[src/rtl/instr_fetch_pkg.sv]
// Shared state encoding and constants for the instruction fetch stage.
package fetch_pkg;

    typedef enum logic [1:0] {FETCH, WAIT, HOLD} fetch_state_t;

    localparam logic [31:0] NOP_INSTR = 32'h0000_0013;
    localparam int          PC_STEP   = 4;

endpackage

[src/rtl/instr_fetch_if.sv]
// Instruction memory read port: request/grant handshake plus a separate response beat.
interface instr_fetch_if #(parameter int XLEN = 32);

    logic            imem_req;
    logic [XLEN-1:0] imem_addr;
    logic            imem_gnt;
    logic            imem_rvalid;
    logic [31:0]     imem_rdata;

    modport master (
        output imem_req, imem_addr,
        input  imem_gnt, imem_rvalid, imem_rdata
    );

    modport slave (
        input  imem_req, imem_addr,
        output imem_gnt, imem_rvalid, imem_rdata
    );

endinterface

[src/rtl/instr_fetch_skid_buf.sv]
// One-entry {instruction, pc} holding register used when a response lands while EX is stalled.
module fetch_skid_buf
    import fetch_pkg::*;
#(
    parameter int XLEN = 32
) (
    input  logic            clk,
    input  logic            rst_n,
    input  logic            load,
    input  logic            drain,
    input  logic            clear,
    input  logic [31:0]     wr_instr,
    input  logic [XLEN-1:0] wr_pc,
    output logic [31:0]     instr,
    output logic [XLEN-1:0] pc,
    output logic            full
);

    // Clear wins so a redirect always empties the entry, even if a load coincides.
    always_ff @(posedge clk or negedge rst_n) begin
        if (!rst_n) begin
            full  <= 1'b0;
            instr <= NOP_INSTR;
            pc    <= '0;
        end else if (clear) begin
            full <= 1'b0;
        end else if (load) begin
            full  <= 1'b1;
            instr <= wr_instr;
            pc    <= wr_pc;
        end else if (drain) begin
            full <= 1'b0;
        end
    end

endmodule

[src/rtl/instr_fetch.sv]
// Fetch stage: owns the PC, issues one outstanding imem read at a time and fills the IF/EX register.
module instr_fetch
    import fetch_pkg::*;
#(
    parameter int              XLEN     = 32,
    parameter logic [XLEN-1:0] RESET_PC = '0
) (
    input  logic            clk,
    input  logic            rst_n,
    instr_fetch_if.master   imem,
    input  logic            stall_EX,
    input  logic            redirect_EX,
    input  logic [XLEN-1:0] redirect_pc_EX,
    output logic [31:0]     instruction_EX,
    output logic [XLEN-1:0] pc_EX,
    output logic            valid_EX
);

    fetch_state_t    state, state_d;
    logic [XLEN-1:0] pc_q, pc_d;
    logic [XLEN-1:0] tag_pc, tag_d;
    logic            drop, drop_d;
    logic            req_q;
    logic [31:0]     instr_d;
    logic [XLEN-1:0] pc_ex_d;
    logic            valid_d;
    logic            skid_load, skid_drain, skid_clear, skid_full;
    logic [31:0]     skid_instr;
    logic [XLEN-1:0] skid_pc;
    logic            granted;
    logic [XLEN-1:0] redirect_target;

    assign granted         = req_q && imem.imem_gnt;
    assign redirect_target = redirect_pc_EX & ~XLEN'(3);
    assign imem.imem_req   = req_q;
    assign imem.imem_addr  = pc_q;

    fetch_skid_buf #(.XLEN(XLEN)) u_skid (
        .clk      (clk),
        .rst_n    (rst_n),
        .load     (skid_load),
        .drain    (skid_drain),
        .clear    (skid_clear),
        .wr_instr (imem.imem_rdata),
        .wr_pc    (tag_pc),
        .instr    (skid_instr),
        .pc       (skid_pc),
        .full     (skid_full)
    );

    // Normal flow first; a redirect then overrides whatever the normal flow decided.
    always_comb begin
        state_d    = state;
        pc_d       = pc_q;
        tag_d      = tag_pc;
        drop_d     = drop;
        instr_d    = instruction_EX;
        pc_ex_d    = pc_EX;
        valid_d    = valid_EX;
        skid_load  = 1'b0;
        skid_drain = 1'b0;
        skid_clear = 1'b0;

        if (!stall_EX) begin
            valid_d = 1'b0;
            instr_d = NOP_INSTR;
        end

        case (state)
            FETCH: begin
                if (granted) begin
                    tag_d   = pc_q;
                    pc_d    = pc_q + XLEN'(PC_STEP);
                    state_d = WAIT;
                end
            end
            WAIT: begin
                if (imem.imem_rvalid) begin
                    if (drop) begin
                        drop_d  = 1'b0;
                        state_d = FETCH;
                    end else if (!stall_EX || !valid_EX) begin
                        instr_d = imem.imem_rdata;
                        pc_ex_d = tag_pc;
                        valid_d = 1'b1;
                        state_d = FETCH;
                    end else begin
                        skid_load = 1'b1;
                        state_d   = HOLD;
                    end
                end
            end
            HOLD: begin
                if (!stall_EX && skid_full) begin
                    instr_d    = skid_instr;
                    pc_ex_d    = skid_pc;
                    valid_d    = 1'b1;
                    skid_drain = 1'b1;
                    state_d    = FETCH;
                end
            end
            default: state_d = FETCH;
        endcase

        // A grant coinciding with a redirect fetched the old path, so its response must be dropped.
        if (redirect_EX) begin
            pc_d       = redirect_target;
            valid_d    = 1'b0;
            instr_d    = NOP_INSTR;
            skid_clear = 1'b1;
            skid_load  = 1'b0;
            skid_drain = 1'b0;
            case (state)
                FETCH: begin
                    if (granted) begin
                        state_d = WAIT;
                        drop_d  = 1'b1;
                    end else begin
                        state_d = FETCH;
                    end
                end
                WAIT: begin
                    if (imem.imem_rvalid) begin
                        state_d = FETCH;
                        drop_d  = 1'b0;
                    end else begin
                        state_d = WAIT;
                        drop_d  = 1'b1;
                    end
                end
                default: state_d = FETCH;
            endcase
        end
    end

    // The request is registered from next-state so it stays low while reset is asserted.
    always_ff @(posedge clk or negedge rst_n) begin
        if (!rst_n) begin
            state          <= FETCH;
            pc_q           <= RESET_PC;
            tag_pc         <= RESET_PC;
            drop           <= 1'b0;
            req_q          <= 1'b0;
            instruction_EX <= NOP_INSTR;
            pc_EX          <= '0;
            valid_EX       <= 1'b0;
        end else begin
            state          <= state_d;
            pc_q           <= pc_d;
            tag_pc         <= tag_d;
            drop           <= drop_d;
            req_q          <= (state_d == FETCH);
            instruction_EX <= instr_d;
            pc_EX          <= pc_ex_d;
            valid_EX       <= valid_d;
        end
    end

endmodule

[src/flat_wrapper.sv]
// flat-port wrapper written by rule: the top's interface ports become plain ports
module instr_fetch_flat import fetch_pkg::*;
#(
    parameter int              XLEN     = 32,
    parameter logic [XLEN-1:0] RESET_PC = '0
)
  (clk, rst_n, stall_EX, redirect_EX, redirect_pc_EX, instruction_EX, pc_EX, valid_EX, imem_imem_req, imem_imem_addr, imem_imem_gnt, imem_imem_rvalid, imem_imem_rdata);
  instr_fetch_if #(.XLEN(XLEN)) imem_i ();
  input  logic clk;
  input  logic rst_n;
  input  logic stall_EX;
  input  logic redirect_EX;
  input  logic [XLEN-1:0] redirect_pc_EX;
  output logic [31:0] instruction_EX;
  output logic [XLEN-1:0] pc_EX;
  output logic valid_EX;
  output wire logic [$bits(imem_i.imem_req)-1:0] imem_imem_req;
  output wire logic [$bits(imem_i.imem_addr)-1:0] imem_imem_addr;
  input wire logic [$bits(imem_i.imem_gnt)-1:0] imem_imem_gnt;
  input wire logic [$bits(imem_i.imem_rvalid)-1:0] imem_imem_rvalid;
  input wire logic [$bits(imem_i.imem_rdata)-1:0] imem_imem_rdata;
  assign imem_imem_req = imem_i.imem_req;
  assign imem_imem_addr = imem_i.imem_addr;
  assign imem_i.imem_gnt = imem_imem_gnt;
  assign imem_i.imem_rvalid = imem_imem_rvalid;
  assign imem_i.imem_rdata = imem_imem_rdata;
  instr_fetch #(.XLEN(XLEN), .RESET_PC(RESET_PC)) u_core (.clk(clk), .rst_n(rst_n), .imem(imem_i), .stall_EX(stall_EX), .redirect_EX(redirect_EX), .redirect_pc_EX(redirect_pc_EX), .instruction_EX(instruction_EX), .pc_EX(pc_EX), .valid_EX(valid_EX));
endmodule
[config.mk]
export PLATFORM = sky130hd
export DESIGN_NAME = instr_fetch_flat
export DESIGN_NICKNAME = d
export VERILOG_FILES = /design/src/rtl/instr_fetch_pkg.sv /design/src/rtl/instr_fetch_if.sv /design/src/rtl/instr_fetch_skid_buf.sv /design/src/rtl/instr_fetch.sv /design/src/flat_wrapper.sv
export SDC_FILE = /design/constraint.sdc
export NUM_CORES = 1
export LEC_CHECK = 0
export ABC_AREA = 1
export CORE_UTILIZATION = 25
export CTS_CLUSTER_DIAMETER = 60
export CTS_CLUSTER_SIZE = 16
export DETAILED_ROUTE_END_ITERATION = 7
export PLACE_DENSITY = 0.53
export SLEW_MARGIN = 20
export SYNTH_ARGS = -nofsm -noshare
export SYNTH_HDL_FRONTEND = slang
export SYNTH_SLANG_ARGS = --single-unit
[constraint.sdc]
create_clock -name clk -period 3.52 [get_ports clk]
set_input_delay 0.528 -clock clk [delete_from_list [all_inputs] [get_ports clk]]
set_output_delay 0.528 -clock clk [all_outputs]
set_load 0.01 [all_outputs]
==> flow_metrics.py, run 1 <==
metrics = {
    "outcome": {
        "outcome": "finished, violations left",
        "violations": "DRC",
    },
    "synthesis": {
        "synthesis.area_um2": 9129,
        "post-synth-top-count-cell": "nand2_1",
        "ys_ff_latch": 190,
        "synthTopCellsByCount": "nand2_1, dfrtp_1, o21ai_0",
        "yosysSeqAreaShare_pct": 52.17,
        "netlist.area_leader.share_pct": 50.44,
        "yosysUniqueCellTypes": 33,
        "ys.warnings.count": 0,
        "syn_inst": 1169,
        "syn_avg_cell_area_um2": 7.809,
        "synth_edf_count": 0,
        "netlist_top_cells_area": "dfrtp_1, nand2_1, o21ai_0",
        "async_flop_share_pct": 100.0,
        "yosysTopAreaCell": "dfrtp_1",
        "synthFlopType": "dfrtp_1",
    },
    "cts": {
        "clkSinkCount": 190,
        "root_buffer": "clkbuf_16",
        "hold_buffers": 0,
        "cts_tree": "done",
        "clock_latency_ns": 0.44,
        "clockBufferDepth": 2,
        "htreeDepth": 4,
        "post_cts_buffers": 0,
        "cts_buffers": 17,
        "cts_resized": 0,
        "path_clk_slew_ns": 0.08,
    },
    "die": {
        "die_area_um2": 37280,
        "die_h_um": 193.1,
        "die-width_um": 193.1,
        "start_util_pct": 25.54,
        "rows": 69,
        "core-area_um2": 35740,
        "io_pins": 168,
    },
    "timing": {
        "fmax_ghz": 0.4056,
        "drv_slew": 0,
        "min_period_ns": 2.466,
        "finalCritPeriodShare_pct": 70.05,
        "slew_headroom_pct": 46.61,
        "rsz0062_at_grt": "no",
        "clock_skew_ns": 0.01681,
        "tightest_slew_ns": 0.7965,
        "setup_tns_ns": 0,
        "setup_violations": 0,
        "hold_violations": 0,
    },
    "route": {
        "drt-initial-drc-count": 526,
        "drt_pass1_iterations": 8,
        "top_layer": "met4",
        "wl_met2_um": 12120,
        "vias_per_cell": 4.438,
        "wirelength_met1_um": 12500,
        "dr_wl_met3_um": 1017,
        "vias": 7890,
        "drc": 11,
        "post_drt_wl_per_cell_um": 14.72,
        "drtAntennaViolNets": 0,
        "routed_wirelength_um": 26170,
    },
    "final_layout": {
        "layoutNonFillerInstCount": 1778,
        "drive_gt1_share_pct": 5.395,
        "nNetsFinal": 1378,
        "fillCellCount": 3791,
        "multi_input_area_um2": 3643,
        "areaGrowthSynthToFinish_pct": 29.04,
        "register_area_um2": 4762,
    },
    "placement": {
        "dp_cells": 1745,
        "port_buffers": 161,
        "hpwl_um": 18320,
        "gp_congestion": 0.8272,
    },
    "setup_path": {
        "end_kind": "flip-flop",
        "startpoint_type": "flip-flop",
        "crit_arrival_ns": 2.84,
        "path_class": "reg -> reg",
        "crit_fanout": 15,
        "worstPathRequired_ns": 3.90,
    },
    "global_routing": {
        "antenna_found_initial": 1,
        "grt_usage_pct": 14.60,
        "grt_first_pass_wirelength_um": 42220,
        "grt_overflow_total": 0,
        "grt_pass1_vias": 7675,
        "grt_max_degree": 96,
    },
    "pwr": {
        "comb_power_share_pct": 31.4,
        "seqPwrFrac_pct": 41.6,
        "p_switching_mw": 2.621,
        "power_mw": 7.119,
        "ir_worst_vdd_mv": 0.3179,
        "p_int_mw": 4.498,
        "power.leakage_nw": 5.222,
        "pwr-share-clk_pct": 26.9,
        "swShare_pct": 36.81,
        "p_per_area_nw_per_um2": 604.3,
    },
    "run": {
        "cap_violations": 0,
    },
    "hold_path": {
        "hold_class": "in -> async",
    },
}
-- through the flow --
stage	instance area, um2	util (%)	hold WS [ns]	setup WS, ns
after CTS	11780	32.95	0.05254	1.077
after floorplan	9140	-	0.2324	1.907
after global routing	11780	32.96	0.05063	0.7209
after detailed placement	11200	31.35	0.4727	0.8222
final	11780	32.96	0.03216	1.054
after global placement	11200	31.35	0.4668	0.8865
-- cell type report --
cell class,count,area share (%)
clock buffers,17,3.611
diodes,1,0.02124
well taps,461,4.896
repair buffers,176,14.94
inverters,123,3.919
flip-flops and latches,190,40.43
clock inverters,15,1.253
multi-input cells,795,30.93
-- flip-flops by register name, summed over array words and instances (netlist names), 2 cells and up --
register and flops:
u_core.pc_EX 30, u_core.tag_pc 30, u_core.u_skid.instr 32, u_core.state 2, u_core.imem.imem_addr 30, u_core.u_skid.pc 30, u_core.instruction_EX 32
-- worst max-delay path: stages, from the launching register on --
cell and delay [ns]:
dfrtp_1 0.38, inv_1 0.09, ha_1 0.23, inv_1 0.12
nor2_4 0.08, nor2_2 0.60, inv_1 0.49, o21ai_0 0.30
inv_1 0.06, nand2_1 0.06
-- kinds of logic (layout without fill, tap and decap cells) --
logic type | Yosys count | in the layout | synth area share (%)
other | 1 | 5 | 0.04108
and+or+nand+nor | 523 | 523 | 22.90
DFF | 190 | 190 | 52.17
adders and majority gates | 5 | 5 | 0.6853
muxes | 1 | 1 | 0.1233
AOI/OAI and AO/OA | 252 | 252 | 14.88
xor gates and xnor gates | 10 | 10 | 0.9595
buffers and inverters | 187 | 331 | 8.237
-- power by group through the flow --
stage / Sequential, mW / Combinational, mW / Clock (mW)
after floorplan: 3.03 / 1.12 / 0
after global placement: 3.00 / 2.26 / 0
after detailed placement: 3.01 / 2.28 / 0
after CTS: 2.97 / 2.29 / 1.98
after global routing: 3.03 / 2.54 / 2.07
final: 2.96 / 2.24 / 1.92
-- path summary, 6_finish.rpt --
path,startpoint,to,slack (ns),depth (start not counted)
setup / recovery,u_core.state[0]$_DFF_PN0_,u_core.imem.imem_addr[19]$_DFFE_PN0P_,1.05,9
hold / removal,rst_n,u_core.imem.imem_addr[3]$_DFFE_PN0P_,0.03,1
setup reg to reg,u_core.state[0]$_DFF_PN0_,u_core.imem.imem_addr[19]$_DFFE_PN0P_,1.05,9
hold reg to reg,u_core.pc_EX[12]$_DFFE_PN0P_,u_core.pc_EX[12]$_DFFE_PN0P_,0.48,2
max in group asynchronous,rst_n,u_core.instruction_EX[4]$_DFF_PN1_,2.54,2
min in group clk,u_core.pc_EX[12]$_DFFE_PN0P_,u_core.pc_EX[12]$_DFFE_PN0P_,0.48,2
-- routing by layer --
metal / vias to the layer above / global-route usage, %
li1: 3972 / -
met1: 3750 / 20.02
met2: 141 / 22.68
met3: 27 / 2.950
met4: 0 / 5.288
met5: - / 0
-- cells in the final DEF, fill, tap and decap left out, types with 2 or more instances in the layout --
master           count
nor3_1               2
nand2_1            386
inv_8                2
o21ai_1             14
ha_1                 4
nor2_2               4
xnor2_1              3
buf_4               12
xor2_1               7
clkinv_4             2
o211ai_1             6
clkinvlp_4           3
dfrtp_1            184
nor2_4               2
nor2_1              59
a21oi_1             37
buf_12               3
o21ai_0            164
nand3_1             64
inv_1              120
a22o_1               4
clkinv_8             2
or2_2                2
inv_2                3
o21a_1              22
o21bai_1             4
clkdlybuf4s50_1    159
conb_1               4
inv_6                6
clkbuf_16           17
dfstp_2              6
No activity file was read; power rests on OpenSTA's default activity.
==> run 2: changes to the inputs <==
==> constraint.sdc (replaced) <==
create_clock -name clk -period 2.5 [get_ports clk]
set_input_delay 0.375 -clock clk [delete_from_list [all_inputs] [get_ports clk]]
set_output_delay 0.375 -clock clk [all_outputs]
set_load 0.01 [all_outputs]
==> run 2 against run 1 <==
Final area rose by 1.3%. Total power rose by 43%. Clock power rose by 43%. The run still ends with DRC left. Non-clock buffer count rose by 11. Global-route usage rose by 0.13 points. Largest cell class unchanged.
==> flow_metrics.py, run 2 (synthesis gave the netlist of run 1 again) <==
metrics = {
    "setup_path": {
        "crit_fanout": 6,
        "worstPathRequired_ns": 2.12,
        "r2r-start": "u_core.state[0]$_DFF_PN0_",
        "reg2reg_depth": 9,
        "startpoint_type": "flip-flop",
        "crit_start": "u_core.imem.imem_addr[15]$_DFFE_PN0P_",
        "r2r_end": "u_core.instruction_EX[31]$_DFF_PN0_",
        "cp_cell_sequence": "clkdlybuf4s50_1",
        "cpPeakStageDelay_ns": 0.61,
        "critPathSlowestCell": "clkdlybuf4s50_1",
        "critPathBufInv": 1,
        "path_class": "reg -> out",
        "end_kind": "primary output",
        "crit_arrival_ns": 1.59,
        "regToRegSetupSlack_ns": 0.56,
        "cp_top_family": "buffers and inverters",
    },
    "die": {
        "start_util_pct": 25.54,
        "io_pins": 168,
        "die_h_um": 193.1,
        "die-width_um": 193.1,
        "core-area_um2": 35740,
        "rows": 69,
        "die_area_um2": 37280,
    },
    "placement": {
        "dp_cells": 1755,
        "gp_congestion": 0.8362,
        "port_buffers": 161,
        "hpwl_um": 18690,
    },
    "cts": {
        "clock_latency_ns": 0.44,
        "root_buffer": "clkbuf_16",
        "cts_buffers": 17,
        "htreeDepth": 4,
        "path_clk_slew_ns": 0.08,
        "cts_tree": "done",
        "clockBufferDepth": 2,
        "clkSinkCount": 190,
        "post_cts_buffers": 0,
    },
    "hold_path": {
        "holdPathStages": 4,
        "hold_class": "in -> reg",
        "hold_end": "u_core.imem.imem_addr[3]$_DFFE_PN0P_",
        "hp-start": "redirect_EX",
    },
    "final_layout": {
        "nNetsFinal": 1389,
        "final_core_util_pct": 33.39,
        "reg.largest.list": "u_core.instruction_EX x32, u_core.u_skid.instr x32",
        "drive_gt1_share_pct": 6.104,
        "areaGrowthSynthToFinish_pct": 30.74,
        "final_common_cell": "nand2_1",
        "antenna_cells": 0,
        "layoutNonFillerInstCount": 1788,
        "layout_common_cells": "nand2_1, dfrtp_1, o21ai_0, clkdlybuf4s50_1, inv_1",
    },
    "pwr": {
        "p_per_area_nw_per_um2": 850.6,
        "ir_worst_vdd_mv": 0.4985,
        "power.leakage_nw": 5.299,
    },
    "timing": {
        "fmax_ghz": 0.5097,
        "holdWs_ns": 0.4561,
        "setup_violations": 0,
        "drv_slew": 0,
        "tightest_slew_ns": 0.6803,
        "finalCritPeriodShare_pct": 78.48,
        "clock_skew_ns": 0.01721,
        "min_period_ns": 1.962,
        "rsz0062_at_grt": "no",
        "setup_tns_ns": 0,
        "hold_violations": 0,
        "slew_headroom_pct": 54.64,
    },
    "global_routing": {
        "grt_first_pass_wirelength_um": 42550,
        "busiest_layer": "met2",
        "grt_overflow_total": 0,
        "met1_usage_pct": 20.01,
        "grt_pass1_vias": 7714,
        "grt_max_degree": 73,
        "grt_usage_pct": 14.72,
        "grtUsageMet2_pct": 23.93,
        "antenna_found_initial": 0,
        "grtUsageMet3_pct": 2.769,
    },
    "route": {
        "drt-initial-drc-count": 413,
        "post_drt_wl_per_cell_um": 14.85,
        "routed_wirelength_um": 26540,
        "drt_pass1_iterations": 7,
        "drc": 6,
        "vias": 7896,
        "vias_per_cell": 4.416,
        "drtAntennaViolNets": 0,
    },
    "outcome": {
        "outcome": "finished, violations left",
        "violations": "DRC",
    },
    "run": {
        "cap_violations": 0,
    },
}
run 2: cell types whose count changed in the layout (fill, tap and decap cells not counted), sizes merged:
cell,delta
buf,+10
inv,-2
diode,-1
dlygate4sd3,+1
clkinv,+2
run 2: worst max path at each step:
stage                     cells past startpoint  slack [ns]                                   to
after floorplan                               9        0.89     u_core.u_skid.pc[10]$_DFFE_PN0P_
after global placement                        9        0.42         u_core.pc_EX[15]$_DFFE_PN0P_
after detailed placement                      9        0.42         u_core.pc_EX[15]$_DFFE_PN0P_
after CTS                                     1        0.51                   imem_imem_addr[15]
after global routing                          9        0.32  u_core.instruction_EX[31]$_DFF_PN0_
final                                         1        0.54                   imem_imem_addr[15]
run 2: cell type report:
cell class,count,area (um2)
multi-input cells,795,3643
repair buffers,187,1896
clock inverters,15,170.2
clock buffers,17,425.4
fillers,3781,23810
flip-flops and latches,190,4762
inverters,123,461.7
well taps,461,576.8
run 2: per-layer routing:
layer	wire, um	vias up
met4	314	0
met2	12640	142
met3	1064	18
met1	12530	3736
li1	-	4000
met5	0	-
run 2: per-stage QoR:
stage	setup WS (ns)	area, um2	power (mW)
final	0.5380	11940	10.15
after global placement	0.4246	11330	7.488
after CTS	0.5062	11940	10.33
after global routing	0.3234	11940	10.89
after floorplan	0.8865	9140	5.838
after detailed placement	0.4173	11330	7.527
run 2: what timing repair did:
item	CTS	global route
resized for setup	0	0
hold endpoints to repair	36	0
hold buffers	1	0
endpoints found under the setup margin	0	0
run 2: where the power goes:
group          internal (mW)  leakage, nW  switching (mW)  total [mW]
sequential              3.72         2.49           0.470        4.19
clock                   1.34        0.279            1.41        2.75
combinational           1.36         2.53            1.85        3.21
==> run 3: changes to the inputs <==
==> constraint.sdc (replaced) <==
create_clock -name clk -period 1.9 [get_ports clk]
set_input_delay 0.285 -clock clk [delete_from_list [all_inputs] [get_ports clk]]
set_output_delay 0.285 -clock clk [all_outputs]
set_load 0.01 [all_outputs]
==> run 3 against run 2 <==
The run still ends with DRC left. Final area increased by 2.1%. Combinational power increased by 40%. Worst hold slack got worse by 0.12 ns. Sequential share of layout area decreased by 0.74 points. Total power increased by 34%. Via count increased by 2.3%. Critical path depth unchanged. Core utilization increased by 0.69 points. Non-clock buffer count increased by 23. Global-route usage increased by 0.16 points. Largest cell class unchanged. Largest power group unchanged.
==> flow_metrics.py, run 3 (synthesis gave the netlist of run 1 again) <==
metrics = {
    "outcome": {
        "outcome": "finished, violations left",
        "violations": "DRC",
    },
    "final_layout": {
        "final_common_cell": "nand2_1",
        "nNetsFinal": 1412,
        "layout_common_cells": "nand2_1, dfrtp_1, o21ai_0, clkdlybuf4s50_1, inv_1",
        "reg.largest.list": "u_core.instruction_EX x32, u_core.u_skid.instr x32",
        "drive_gt1_share_pct": 8.519,
        "layoutNonFillerInstCount": 1812,
        "areaGrowthSynthToFinish_pct": 33.44,
    },
    "global_routing": {
        "met1_usage_pct": 19.56,
        "grt_usage_pct": 14.88,
        "grt_overflow_total": 0,
        "grt_pass1_vias": 7956,
        "grt_max_degree": 63,
        "grtUsageMet2_pct": 23.80,
        "grt_first_pass_wirelength_um": 42650,
        "busiest_layer": "met2",
        "grtUsageMet3_pct": 2.552,
        "antenna_found_initial": 0,
    },
    "timing": {
        "hold_violations": 0,
        "drv_slew": 0,
        "setup_violations": 0,
        "min_period_ns": 1.840,
        "clock_skew_ns": 0.01345,
        "rsz0062_at_grt": "yes",
        "setup_tns_ns": 0,
        "fmax_ghz": 0.5436,
        "finalCritPeriodShare_pct": 96.82,
    },
    "setup_path": {
        "cp_cell_sequence": "clkdlybuf4s50_1",
        "critPathSlowestCell": "clkdlybuf4s50_1",
        "r2r_end": "u_core.instruction_EX[9]$_DFF_PN0_",
        "cpPeakStageDelay_ns": 0.63,
        "end_kind": "primary output",
        "regToRegSetupSlack_ns": 0.12,
        "reg2reg_depth": 8,
        "worstPathRequired_ns": 1.62,
        "crit_arrival_ns": 1.55,
        "startpoint_type": "flip-flop",
        "path_class": "reg -> out",
        "crit_start": "u_core.imem.imem_addr[22]$_DFFE_PN0P_",
        "crit_fanout": 7,
        "cp.depth": 1,
        "critPathBufInv": 1,
        "cp_top_family": "buffers and inverters",
        "r2r-start": "u_core.state[0]$_DFF_PN0_",
    },
    "cts": {
        "htreeDepth": 4,
        "clockBufferDepth": 2,
        "path_clk_slew_ns": 0.08,
        "root_buffer": "clkbuf_16",
        "cts_buffers": 17,
        "cts_tree": "done",
        "clock_latency_ns": 0.45,
        "clkSinkCount": 190,
    },
    "hold_path": {
        "hold_class": "in -> reg",
        "hold_end": "u_core.instruction_EX[12]$_DFF_PN0_",
        "hp-start": "redirect_EX",
        "holdPathStages": 3,
    },
    "die": {
        "io_pins": 168,
        "die_area_um2": 37280,
        "die_h_um": 193.1,
        "rows": 69,
        "die-width_um": 193.1,
        "start_util_pct": 25.54,
        "core-area_um2": 35740,
    },
    "placement": {
        "port_buffers": 161,
        "hpwl_um": 19090,
        "gp_congestion": 0.8354,
        "dp_cells": 1775,
    },
    "pwr": {
        "p_per_area_nw_per_um2": 1113,
        "power_mw": 13.56,
        "ir_worst_vdd_mv": 0.7287,
        "power.leakage_nw": 5.443,
    },
    "run": {
        "cap_violations": 0,
    },
    "route": {
        "drt-initial-drc-count": 384,
        "drt_pass1_iterations": 8,
        "drtAntennaViolNets": 0,
        "routed_wirelength_um": 26860,
        "vias_per_cell": 4.459,
        "vias": 8080,
        "post_drt_wl_per_cell_um": 14.82,
        "drc": 12,
    },
}
run 3: changes by cell type in the layout (fill, tap and decap cells not counted), sizes merged:
| cell | previous run | this run |
|---|---|---|
| clkbuf | 18 | 19 |
| clkinv | 6 | 7 |
| clkinvlp | 3 | 0 |
| diode | 0 | 1 |
| bufinv | 0 | 1 |
| buf | 26 | 49 |
run 3: worst max-delay path by stage:
| stage | to | slack (ns) |
|---|---|---|
| after global placement | u_core.pc_EX[3]$_DFFE_PN0P_ | 0.01 |
| after CTS | imem_imem_addr[19] | 0.002 |
| final | imem_imem_addr[22] | 0.06 |
| after detailed placement | u_core.imem.imem_addr[20]$_DFFE_PN0P_ | -0.02 |
| after global routing | u_core.instruction_EX[31]$_DFF_PN0_ | -0.05 |
| after floorplan | u_core.u_skid.pc[10]$_DFFE_PN0P_ | 0.29 |
run 3: where the power goes:
group | total, mW | internal, mW | switching [mW]
Combinational | 4.49 | 1.95 | 2.55
Sequential | 5.47 | 4.90 | 0.570
Clock | 3.60 | 1.88 | 1.72
run 3: metal layers:
metal	part of all wire [%]	up-vias
met4	3.2	0
met3	4.0	45
met5	0	-
met1	46	3842
li1	-	4030
met2	47	163
run 3: through the flow:
stage / util [%] / hold WS [ns] / instance area (um2) / setup slack (ns)
3_5_place_dp: 32.29 / 0.2831 / 11540 / -0.02235
4_1_cts: 33.95 / 0.3128 / 12130 / 0.001608
3_3_place_gp: 32.29 / 0.2814 / 11540 / 0.01360
2_1_floorplan: - / -0.01059 / 9140 / 0.2865
5_1_grt: 34.08 / 0.3331 / 12180 / -0.05275
6_report: 34.08 / 0.3409 / 12180 / 0.06048
run 3: area by class of cell:
cell class | instances | area (um2)
Tap cell | 461 | 576.8
Multi-Input combinational cell | 795 | 3660
Fill cell | 3826 | 23560
Inverter | 123 | 464.2
Timing Repair Buffer | 210 | 2135
Antenna cell | 1 | 2.502
Clock buffer | 18 | 439.2
Sequential cell | 190 | 4771
Clock inverter | 14 | 133.9
run 3: tightest hold or removal path, cell delays in order:
cell	delay [ns]
buf_2	0.14
buf_12	0.23
a21oi_1	0.07
run 3: what timing repair did:
action | 4_1_cts | 5_1_grt
setup endpoints to repair | 3 | 108
resized for setup | 3 | 13
hold buffers | 1 | 0
pin swaps | 0 | 1
buffers inserted | 0 | 3
hold endpoints to repair | 43 | 0
